$ cat src/rtl/switch_cfg_ctrl_if.sv
// Consumer handshake bundle for switch_cfg_ctrl.
// cfg_valid/cfg_data: producer -> consumer; cfg_ready: consumer -> producer.
interface switch_cfg_ctrl_if;
    logic        cfg_valid;
    logic        cfg_ready;
    logic [15:0] cfg_data;

    modport master (
        output cfg_valid,
        output cfg_data,
        input  cfg_ready
    );

    modport slave (
        input  cfg_valid,
        input  cfg_data,
        output cfg_ready
    );
endinterface

$ cat src/rtl/switch_cfg_ctrl.sv
// Switch debouncer/publisher: samples a synchronized 16-bit switch vector
// every SAMPLE_DIV clocks, accepts it after HOLD_SAMPLES equal samples and
// offers it to a consumer over a valid/ready handshake.
// Ports: clk, rst (async, active-high), sw_in (raw), sw_stable (published),
//        cfg (master: cfg_valid, cfg_data, cfg_ready), busy, chg_cnt.
// Optional: define SWITCH_CFG_CTRL_CHG_CNT_EN to build the update counter;
//           otherwise chg_cnt is tied to 0.
module switch_cfg_ctrl #(
    parameter int SAMPLE_DIV   = 1000,
    parameter int HOLD_SAMPLES = 8
) (
    input  logic                 clk,
    input  logic                 rst,
    input  logic [15:0]          sw_in,
    output logic [15:0]          sw_stable,
    switch_cfg_ctrl_if.master    cfg,
    output logic                 busy,
    output logic [7:0]           chg_cnt
);

    localparam logic [15:0] DIV_LAST  = 16'(SAMPLE_DIV - 1);
    localparam logic [7:0]  HOLD_LAST = 8'(HOLD_SAMPLES - 1);

    typedef enum logic [1:0] {
        IDLE,
        SETTLE,
        PUBLISH
    } state_t;

    logic [15:0] sync1_q, sync1_d;
    logic [15:0] sync2_q, sync2_d;
    logic [15:0] div_q, div_d;
    logic        tick;
    state_t      state_q, state_d;
    logic [7:0]  hold_q, hold_d;
    logic [15:0] cand_q, cand_d;
    logic [15:0] stable_q, stable_d;
    logic        valid_q, valid_d;
    logic        busy_q, busy_d;

    assign tick = (div_q == DIV_LAST);

    always_comb begin
        sync1_d  = sw_in;
        sync2_d  = sync1_q;
        div_d    = tick ? 16'd0 : div_q + 16'd1;
        state_d  = state_q;
        hold_d   = hold_q;
        cand_d   = cand_q;
        stable_d = stable_q;
        unique case (state_q)
            IDLE: begin
                if (tick && (sync2_q != stable_q)) begin
                    cand_d  = sync2_q;
                    hold_d  = 8'd1;
                    state_d = SETTLE;
                end
            end
            SETTLE: begin
                if (tick) begin
                    if (sync2_q == stable_q) begin
                        // Input fell back to the published value: glitch.
                        state_d = IDLE;
                    end else if (sync2_q == cand_q) begin
                        if (hold_q == HOLD_LAST) begin
                            state_d = PUBLISH;
                        end else begin
                            hold_d = hold_q + 8'd1;
                        end
                    end else begin
                        // A third value appeared: restart the hold window.
                        cand_d = sync2_q;
                        hold_d = 8'd1;
                    end
                end
            end
            PUBLISH: begin
                // Leaves on the handshake alone, independent of tick.
                if (valid_q && cfg.cfg_ready) begin
                    stable_d = cand_q;
                    state_d  = IDLE;
                end
            end
            default: begin
                state_d = IDLE;
            end
        endcase
        // Outputs are registered from the next state so they align with it.
        valid_d = (state_d == PUBLISH);
        busy_d  = (state_d != IDLE);
    end

    always_ff @(posedge clk or posedge rst) begin
        if (rst) begin
            sync1_q  <= '0;
            sync2_q  <= '0;
            div_q    <= '0;
            state_q  <= IDLE;
            hold_q   <= '0;
            cand_q   <= '0;
            stable_q <= '0;
            valid_q  <= 1'b0;
            busy_q   <= 1'b0;
        end else begin
            sync1_q  <= sync1_d;
            sync2_q  <= sync2_d;
            div_q    <= div_d;
            state_q  <= state_d;
            hold_q   <= hold_d;
            cand_q   <= cand_d;
            stable_q <= stable_d;
            valid_q  <= valid_d;
            busy_q   <= busy_d;
        end
    end

`ifdef SWITCH_CFG_CTRL_CHG_CNT_EN
    logic [7:0] chg_q, chg_d;
    logic       hs;

    always_comb begin
        hs    = (state_q == PUBLISH) && valid_q && cfg.cfg_ready;
        chg_d = hs ? chg_q + 8'd1 : chg_q;
    end

    always_ff @(posedge clk or posedge rst) begin
        if (rst) begin
            chg_q <= '0;
        end else begin
            chg_q <= chg_d;
        end
    end

    assign chg_cnt = chg_q;
`else
    assign chg_cnt = 8'd0;
`endif

    assign sw_stable     = stable_q;
    assign cfg.cfg_valid = valid_q;
    assign cfg.cfg_data  = cand_q;
    assign busy          = busy_q;

endmodule
$ cat src/flat_wrapper.sv
// flat-port wrapper written by rule: the top's interface ports become plain ports
module switch_cfg_ctrl_flat 
#(
    parameter int SAMPLE_DIV   = 1000,
    parameter int HOLD_SAMPLES = 8
)
  (clk, rst, sw_in, sw_stable, busy, chg_cnt, cfg_cfg_valid, cfg_cfg_data, cfg_cfg_ready);
  switch_cfg_ctrl_if cfg_i ();
  input  logic clk;
  input  logic rst;
  input  logic [15:0] sw_in;
  output logic [15:0] sw_stable;
  output logic busy;
  output logic [7:0] chg_cnt;
  output wire logic [$bits(cfg_i.cfg_valid)-1:0] cfg_cfg_valid;
  output wire logic [$bits(cfg_i.cfg_data)-1:0] cfg_cfg_data;
  input wire logic [$bits(cfg_i.cfg_ready)-1:0] cfg_cfg_ready;
  assign cfg_cfg_valid = cfg_i.cfg_valid;
  assign cfg_cfg_data = cfg_i.cfg_data;
  assign cfg_i.cfg_ready = cfg_cfg_ready;
  switch_cfg_ctrl #(.SAMPLE_DIV(SAMPLE_DIV), .HOLD_SAMPLES(HOLD_SAMPLES)) u_core (.clk(clk), .rst(rst), .sw_in(sw_in), .sw_stable(sw_stable), .cfg(cfg_i), .busy(busy), .chg_cnt(chg_cnt));
endmodule
$ cat config.mk
export PLATFORM = sky130hd
export DESIGN_NAME = switch_cfg_ctrl_flat
export DESIGN_NICKNAME = d
export VERILOG_FILES = /design/src/rtl/switch_cfg_ctrl_if.sv /design/src/rtl/switch_cfg_ctrl.sv /design/src/flat_wrapper.sv
export SDC_FILE = /design/constraint.sdc
export NUM_CORES = 1
export LEC_CHECK = 0
export CAP_MARGIN = 20
export CORE_UTILIZATION = 53
export CTS_BUF_LIST = sky130_fd_sc_hd__clkbuf_8
export DETAILED_ROUTE_END_ITERATION = 8
export GPL_TIMING_DRIVEN = 0
export PLACE_DENSITY = 0.79
export SLEW_MARGIN = 10
export SYNTH_ARGS = -nofsm -noshare
export SYNTH_HDL_FRONTEND = slang
export SYNTH_SLANG_ARGS = --single-unit
$ cat constraint.sdc
create_clock -name clk -period 4.9 [get_ports clk]
set_input_delay 1.225 -clock clk [delete_from_list [all_inputs] [get_ports clk]]
set_output_delay 1.225 -clock clk [all_outputs]
set_load 0.02 [all_outputs]
==> out/results.tsv, run 1 <==
stage	metric	value	unit
outcome	status	finished, final reports clean	
pwr	NetSw	333	uW
detailed_routing	DR iter-0 viols	53	
pwr	Net Sw Frac	0.249	
critical_path	slowest stage delay, CP	0.59	ns
pwr	Pwr Density	282	mW/mm^2
placed_design	placed insts	447	
grt	total congestion overflow	0	
clock_tree	Post-CTS Setup Inserts	0	
sta	Final Hold Fails	0	
critical_path	Worst Setup End Kind	flip-flop	
synth	Seq/Total Area, Yosys	0.598	
grt	antenna violations before repair	0	
clock_tree	H-tree depth	3	
finish	commonest non-fill, non-tap cell in the layout	dfrtp_1	
worst_hold_path	min-delay src	u_core.sync1_q[4]$_DFF_PP0_	
detailed_routing	drt wl/cell	15.1	um
grt	first-pass GRT wire length	11700	um
sta	Max Transition Viols Final	0	
critical_path	CP cell instances	clkdlybuf4s50_1 -> nand4b_1 -> clkbuf_1 -> mux2_2	
grt	largest net degree at the start of global routing	61	
synth	Ys Warns	0	
grt	vias in the first global route	2414	
placed_design	Final GP Congestion	0.759	
pwr	Internal	1.00	mW
critical_path	CP arrival	3.02	ns
critical_path	CP max stage cell	clkbuf_1	
critical_path	critical path class	input pin to flip-flop	
clock_tree	clk sinks	92	
critical_path	RR Startpoint	u_core.sync2_q[10]$_DFF_PP0_	
placed_design	Detailed Place HPWL	4910	um
sta	fmax	361	MHz
critical_path	worst reg-to-reg setup slack	2.51	ns
sta	clock period minus final worst setup slack	2.77	ns
clock_tree	total CTS buffers	9	
die	# rows	30	
critical_path	Worst R2R Path Depth	7	
finish	area growth from synthesis to layout	22.9	%
clock_tree	clock buffer depth	2	
critical_path	RR Endpoint	u_core.cfg.cfg_data[3]$_DFFE_PP0P_	
worst_hold_path	hold depth	0	
sta	RSZ-0062 raised after global routing	no	
synth	post-synth cell types	36	
synth	Mapped Area	0.00385	sq mm
synth	Avg Inst Size Synth	13.2	sq um
detailed_routing	vias after detailed routing	2387	
die	# IOs	61	
die	Die X	87.2	um
pwr	Logic pwr share	0.049	
pwr	Leak	2.16	nW
pwr	maximum VDD drop	209	uV
detailed_routing	Pre-Repair DR Iteration Count	4	
sta	Final Cycle Share	0.566	
critical_path	CP Max Fanout	10	
detailed_routing	Avg Vias per Cell	5.16	
worst_hold_path	hold crit path type	flip-flop to flip-flop	
die	die area	0.00760	sq mm
die	die height	87.2	um
sta	Slew HR	0.530	
clock_tree	Post-CTS Hold Buffers	0	
flow_run	Max-cap violations	0	
clock_tree	clock-pin transition on the worst setup and hold timing paths	0.09	ns
synth	Mapped Cells	291	
detailed_routing	DRC viols	0	
placed_design	Port Buf Inserts	52	
detailed_routing	Antenna Violating Nets Remaining	0	
worst_hold_path	Hold EP	u_core.sync2_q[4]$_DFF_PP0_	
critical_path	Startpoint Class	input pin	
pwr	clock share of power	0.362	
clock_tree	clock latency on the worst-skew pair	0.36	ns
sta	Slew @ Worst Pin	0.705	ns
finish	most frequent cells in the layout	dfrtp_1 (92), clkdlybuf4s50_1 (52), xnor2_1 (25)	
pwr	Tot Pwr	1.33	mW
clock_tree	CTS tree	yes	
critical_path	Worst Path Required	5.15	ns
synth	#FFs+latches synth	92	
detailed_routing	wirelength, routed	7010	um
finish	Antenna diodes	0	
grt	All-Layer GR Usage	0.207	
die	starting density of the core	0.557	
die	core area	0.00691	sq mm
clock_tree	Resized Gates After CTS	0	
pwr	sequential power share	0.588	
finish	layout cell share with drive strength beyond 1	0.199	
finish	fin nets	383	
finish	non-filler cells, final	463	
sta	final setup fails	0	
sta	skew final	0.00595	ns
finish	FILL cells	541	
clock_tree	clk root buf	clkbuf_8	
finish	final core utilization	0.685	
## cell families (layout without fill, tap and decap cells)
| logic type | after synthesis | in the layout | share of synthesized area |
|---|---|---|---|
| DFF | 92 | 92 | 0.598 |
| and+or+nand+nor | 78 | 78 | 0.119 |
| xor gates and xnor gates | 46 | 46 | 0.105 |
| muxes | 32 | 32 | 0.103 |
| AOI/OAI and AO/OA | 24 | 24 | 0.0416 |
| buffers and inverters | 16 | 85 | 0.0257 |
| adders and majority gates | 2 | 2 | 0.00650 |
| other | 1 | 8 | 0.000975 |
## cell usage after synthesis (all sizes together)
cell type / number / area (sq um)
nor2: 11 / 41.3
xnor2: 25 / 219
clkbuf: 4 / 15.0
nand4: 9 / 68.8
nand3: 9 / 45.0
a2bb2oi: 5 / 43.8
a21oi: 6 / 30.0
or2: 2 / 12.5
o31ai: 7 / 52.6
nor4: 6 / 71.3
inv: 2 / 7.51
conb: 1 / 3.75
xor2: 21 / 184
and3: 2 / 12.5
nand2b: 1 / 6.26
and2: 2 / 12.5
nor3: 7 / 45.0
ha: 2 / 25.0
buf: 10 / 76.3
dfrtp: 92 / 2300
mux2: 32 / 398
nand4b: 1 / 8.76
nand2: 22 / 82.6
or3: 3 / 18.8
and4: 2 / 18.8
nor3b: 1 / 12.5
o21ai: 6 / 33.8
## state kept, by name, summed over array words and instances (netlist names)
| register | flops |
|---|---|
| u_core.hold_q | 8 |
| u_core.cfg.cfg_valid | 1 |
| u_core.cfg.cfg_data | 16 |
| u_core.sw_stable | 16 |
| u_core.div_q | 16 |
| u_core.busy | 1 |
| u_core.sync2_q | 16 |
| u_core.sync1_q | 16 |
| u_core.state_q | 2 |
## worst max-delay path, delay by kind of cell
family | cells | cell delay [ns]
simple gates | 1 | 0.37
mux | 1 | 0.41
buf+inv | 2 | 1.01
## layout make-up
class | instances | area, sq um | area share
Timing Repair Buffer | 53 | 548 | 0.116
Inverter | 2 | 10.0 | 0.00212
Multi-Input combinational cell | 190 | 1470 | 0.311
Sequential cell | 92 | 2300 | 0.487
Buffer | 14 | 91.3 | 0.0193
Clock inverter | 7 | 60.1 | 0.0127
Tap cell | 96 | 120 | 0.0254
Clock buffer | 9 | 124 | 0.0262
## power by group through the flow
| stage | Sequential (mW) | Combinational (mW) | Clock, mW |
|---|---|---|---|
| global placement | 0.799 | 0.0628 | 0 |
| finish | 0.784 | 0.0658 | 0.483 |
| floorplan | 0.799 | 0.0364 | 0 |
| global route | 0.787 | 0.0731 | 0.527 |
| CTS | 0.785 | 0.0671 | 0.498 |
| detailed placement | 0.800 | 0.0666 | 0 |
## through the flow
stage	instance area (sq um)	hold WS, ns	setup WS [ns]	setup TNS, ns
floorplan	3870	0.331	1.28	0
global placement	4510	0.332	-0.0106	-0.504
detailed placement	4540	0.335	1.73	0
CTS	4730	0.356	2.12	0
global route	4730	0.364	2.05	0
finish	4730	0.355	2.13	0
## worst max path at each step
stage	from	endpoint	cells after the start	slack (ns)
floorplan	rst	u_core.busy$_DFF_PP0_	1	1.28
global placement	rst	u_core.sync2_q[12]$_DFF_PP0_	2	-0.01
detailed placement	cfg_cfg_ready	u_core.sw_stable[4]$_DFFE_PP0P_	4	1.73
CTS	cfg_cfg_ready	u_core.sw_stable[1]$_DFFE_PP0P_	4	2.12
global route	cfg_cfg_ready	u_core.sw_stable[1]$_DFFE_PP0P_	4	2.05
finish	cfg_cfg_ready	u_core.sw_stable[1]$_DFFE_PP0P_	4	2.13
## per-layer routing
| layer | routed length [um] | vias to the layer above | global-route usage |
|---|---|---|---|
| met5 | 0 | - | 0 |
| met4 | 133 | 0 | 0.0730 |
| met3 | 296 | 13 | 0.0550 |
| met2 | 3400 | 50 | 0.329 |
| met1 | 3180 | 1189 | 0.275 |
| li1 | - | 1135 | - |
No activity file was read; power rests on OpenSTA's default activity.
==> inputs of run 2 (changes only) <==
--- a/config.mk
+++ b/config.mk
@@ -6,11 +6,11 @@
 export NUM_CORES = 1
 export LEC_CHECK = 0
 export CAP_MARGIN = 20
-export CORE_UTILIZATION = 53
+export CORE_UTILIZATION = 50
 export CTS_BUF_LIST = sky130_fd_sc_hd__clkbuf_8
 export DETAILED_ROUTE_END_ITERATION = 8
 export GPL_TIMING_DRIVEN = 0
-export PLACE_DENSITY = 0.79
+export PLACE_DENSITY = 0.78
 export SLEW_MARGIN = 10
 export SYNTH_ARGS = -nofsm -noshare
 export SYNTH_HDL_FRONTEND = slang
==> constraint.sdc (replaced) <==
create_clock -name clk -period 2.4 [get_ports clk]
set_input_delay 0.6 -clock clk [delete_from_list [all_inputs] [get_ports clk]]
set_output_delay 0.6 -clock clk [all_outputs]
set_load 0.02 [all_outputs]
==> out/results.tsv, run 2 (synthesis results as in run 1) <==
stage	metric	value	unit	change
outcome	status	finished, final reports clean		unchanged
critical_path	CP arrival	2.51	ns	was 3.02 ns
clock_tree	clock-pin transition on the worst setup and hold timing paths	0.09	ns	about the same
detailed_routing	DRC viols	0		unchanged
die	# IOs	61		unchanged
sta	Final Hold Fails	0		unchanged
detailed_routing	DR iter-0 viols	80		was 53
pwr	maximum VDD drop	395	uV	was 209 uV
die	Die X	89.7	um	was 87.2 um
flow_run	Max-cap violations	0		unchanged
critical_path	Worst Path Required	2.64	ns	was 5.15 ns
clock_tree	CTS tree	yes		unchanged
clock_tree	Post-CTS Hold Buffers	0		unchanged
grt	largest net degree at the start of global routing	41		was 61
die	core area	0.00733	sq mm	was 0.00691 sq mm
sta	clock period minus final worst setup slack	2.27	ns	
placed_design	placed insts	451		was 447
critical_path	critical path class	flip-flop to flip-flop		was input pin to flip-flop
grt	All-Layer GR Usage	0.191		was 0.207
placed_design	placed inst area	0.00456	sq mm	was 0.00454 sq mm
pwr	NetSw	649	uW	was 333 uW
finish	non-filler cells, final	469		was 463
finish	fin area	0.00482	sq mm	was 0.00473 sq mm
grt	vias in the first global route	2433		was 2414
pwr	Logic pwr share	0.049		about the same
sta	Slew @ Worst Pin	0.704	ns	was 0.705 ns
finish	Antenna diodes	0		unchanged
clock_tree	H-tree depth	3		unchanged
pwr	Internal	2.17	mW	was 1.00 mW
critical_path	Worst Setup End Kind	flip-flop		unchanged
pwr	Leak	2.17	nW	was 2.16 nW
finish	FILL cells	549		was 541
sta	fmax	440	MHz	
clock_tree	total CTS buffers	9		unchanged
placed_design	Port Buf Inserts	52		unchanged
die	die area	0.00805	sq mm	was 0.00760 sq mm
placed_design	Final GP Congestion	0.768		was 0.759
finish	commonest non-fill, non-tap cell in the layout	dfrtp_1		unchanged
die	starting density of the core	0.525		was 0.557
placed_design	Detailed Place HPWL	5070	um	was 4910 um
sta	skew final	0.00914	ns	was 0.00595 ns
worst_hold_path	hold crit path type	flip-flop to flip-flop		unchanged
finish	area growth from synthesis to layout	25.3	%	was 22.9%
grt	total congestion overflow	0		unchanged
die	die height	89.7	um	was 87.2 um
critical_path	CP Max Fanout	10		unchanged
sta	hold_ws	0.349	ns	was 0.355 ns
detailed_routing	Avg Vias per Cell	5.09		was 5.16
die	# rows	31		was 30
pwr	clock share of power	0.382		was 0.362
pwr	Pwr Density	584	mW/mm^2	was 282 mW/mm^2
sta	Max Transition Viols Final	0		unchanged
grt	antenna violations before repair	0		unchanged
grt	first-pass GRT wire length	12000	um	was 11700 um
detailed_routing	wirelength, routed	7060	um	was 7010 um
sta	Setup WS post-layout	0.126	ns	was 2.13 ns
critical_path	Startpoint Class	flip-flop		was input pin
finish	most frequent cells in the layout	dfrtp_1 (92), clkdlybuf4s50_1 (52), xnor2_1 (25)		unchanged
pwr	Net Sw Frac	0.230		was 0.249
detailed_routing	vias after detailed routing	2386		was 2387
finish	fin nets	386		was 383
pwr	sequential power share	0.569		was 0.588
placed_design	pre-CTS setup slack	-0.160	ns	was 1.73 ns
sta	final setup fails	0		unchanged
sta	Final Cycle Share	0.948		
sta	setup TNS	0	ns	unchanged
clock_tree	clk sinks	92		unchanged
detailed_routing	Antenna Violating Nets Remaining	0		unchanged
detailed_routing	Pre-Repair DR Iteration Count	6		was 4
finish	layout cell share with drive strength beyond 1	0.205		was 0.199
clock_tree	clk root buf	clkbuf_8		unchanged
sta	Slew HR	0.531		was 0.530
clock_tree	clock buffer depth	2		unchanged
detailed_routing	drt wl/cell	15.1	um	about the same
clock_tree	clock latency on the worst-skew pair	0.35	ns	was 0.36 ns
-- run 2: changes by cell type in the layout (fill, tap and decap cells not counted), moves of 2 or more --
cell / previous run / this run
buf_12: 0 / 2
buf_4: 8 / 10
inv_6: 5 / 3
nor3_2: 2 / 0
nor3_4: 0 / 2
-- run 2: final cells by class --
cell class                      count  area [sq um]  share of cell area
Buffer                             14          91.3              0.0189
Clock buffer                       10           138              0.0285
Clock inverter                      6          70.1              0.0145
Inverter                            2          11.3             0.00234
Multi-Input combinational cell    190          1510               0.313
Sequential cell                    92          2300               0.477
Tap cell                           99           124              0.0257
Timing Repair Buffer               56           576               0.119
-- run 2: worst paths after layout --
| path | from | endpoint | slack [ns] | cells after the start |
|---|---|---|---|---|
| setup / recovery | u_core.cfg.cfg_data[7]$_DFFE_PP0P_ | u_core.cfg.cfg_data[6]$_DFFE_PP0P_ | 0.13 | 6 |
| hold / removal | u_core.sync1_q[1]$_DFF_PP0_ | u_core.sync2_q[1]$_DFF_PP0_ | 0.35 | 0 |
| setup reg to reg | u_core.cfg.cfg_data[7]$_DFFE_PP0P_ | u_core.cfg.cfg_data[6]$_DFFE_PP0P_ | 0.13 | 6 |
| hold reg to reg | u_core.sync1_q[1]$_DFF_PP0_ | u_core.sync2_q[1]$_DFF_PP0_ | 0.35 | 0 |
| max in group asynchronous | rst | u_core.cfg.cfg_data[6]$_DFFE_PP0P_ | 0.98 | 4 |
| min in group asynchronous | rst | u_core.div_q[6]$_DFF_PP0_ | 0.63 | 2 |
-- run 2: timing repair --
item                       4_1_cts  5_1_grt
gates resized for setup          1        4
setup endpoints to repair       10       10
pin swaps                        0        2
buffers inserted                 0        2
-- run 2: per-layer routing --
metal	part of all wire	vias up	global-route usage
met4	0.0093	0	0.0519
met5	0	-	0
li1	-	1141	-
met1	0.47	1189	0.251
met2	0.49	51	0.315
met3	0.033	5	0.0474
-- run 2: power by group through the flow --
stage	combinational (mW)	clock [mW]	sequential, mW
finish	0.138	1.08	1.60
CTS	0.140	1.10	1.60
global placement	0.129	0	1.63
global route	0.152	1.17	1.61
floorplan	0.0747	0	1.63
detailed placement	0.139	0	1.63
-- run 2: worst max-delay path, cell delays in order (launching register included) --
cell,delay (ns)
dfrtp_1,0.44
xor2_1,0.19
nor4_2,0.36
nand4_2,0.25
o21ai_4,0.36
buf_6,0.24
mux2_4,0.32
-- run 2: through the flow --
stage / power [mW] / utilization
after floorplan: 1.71 / -
after global placement: 1.76 / 0.617
after detailed placement: 1.77 / 0.622
after CTS: 2.84 / 0.652
after global routing: 2.93 / 0.658
final: 2.81 / 0.658
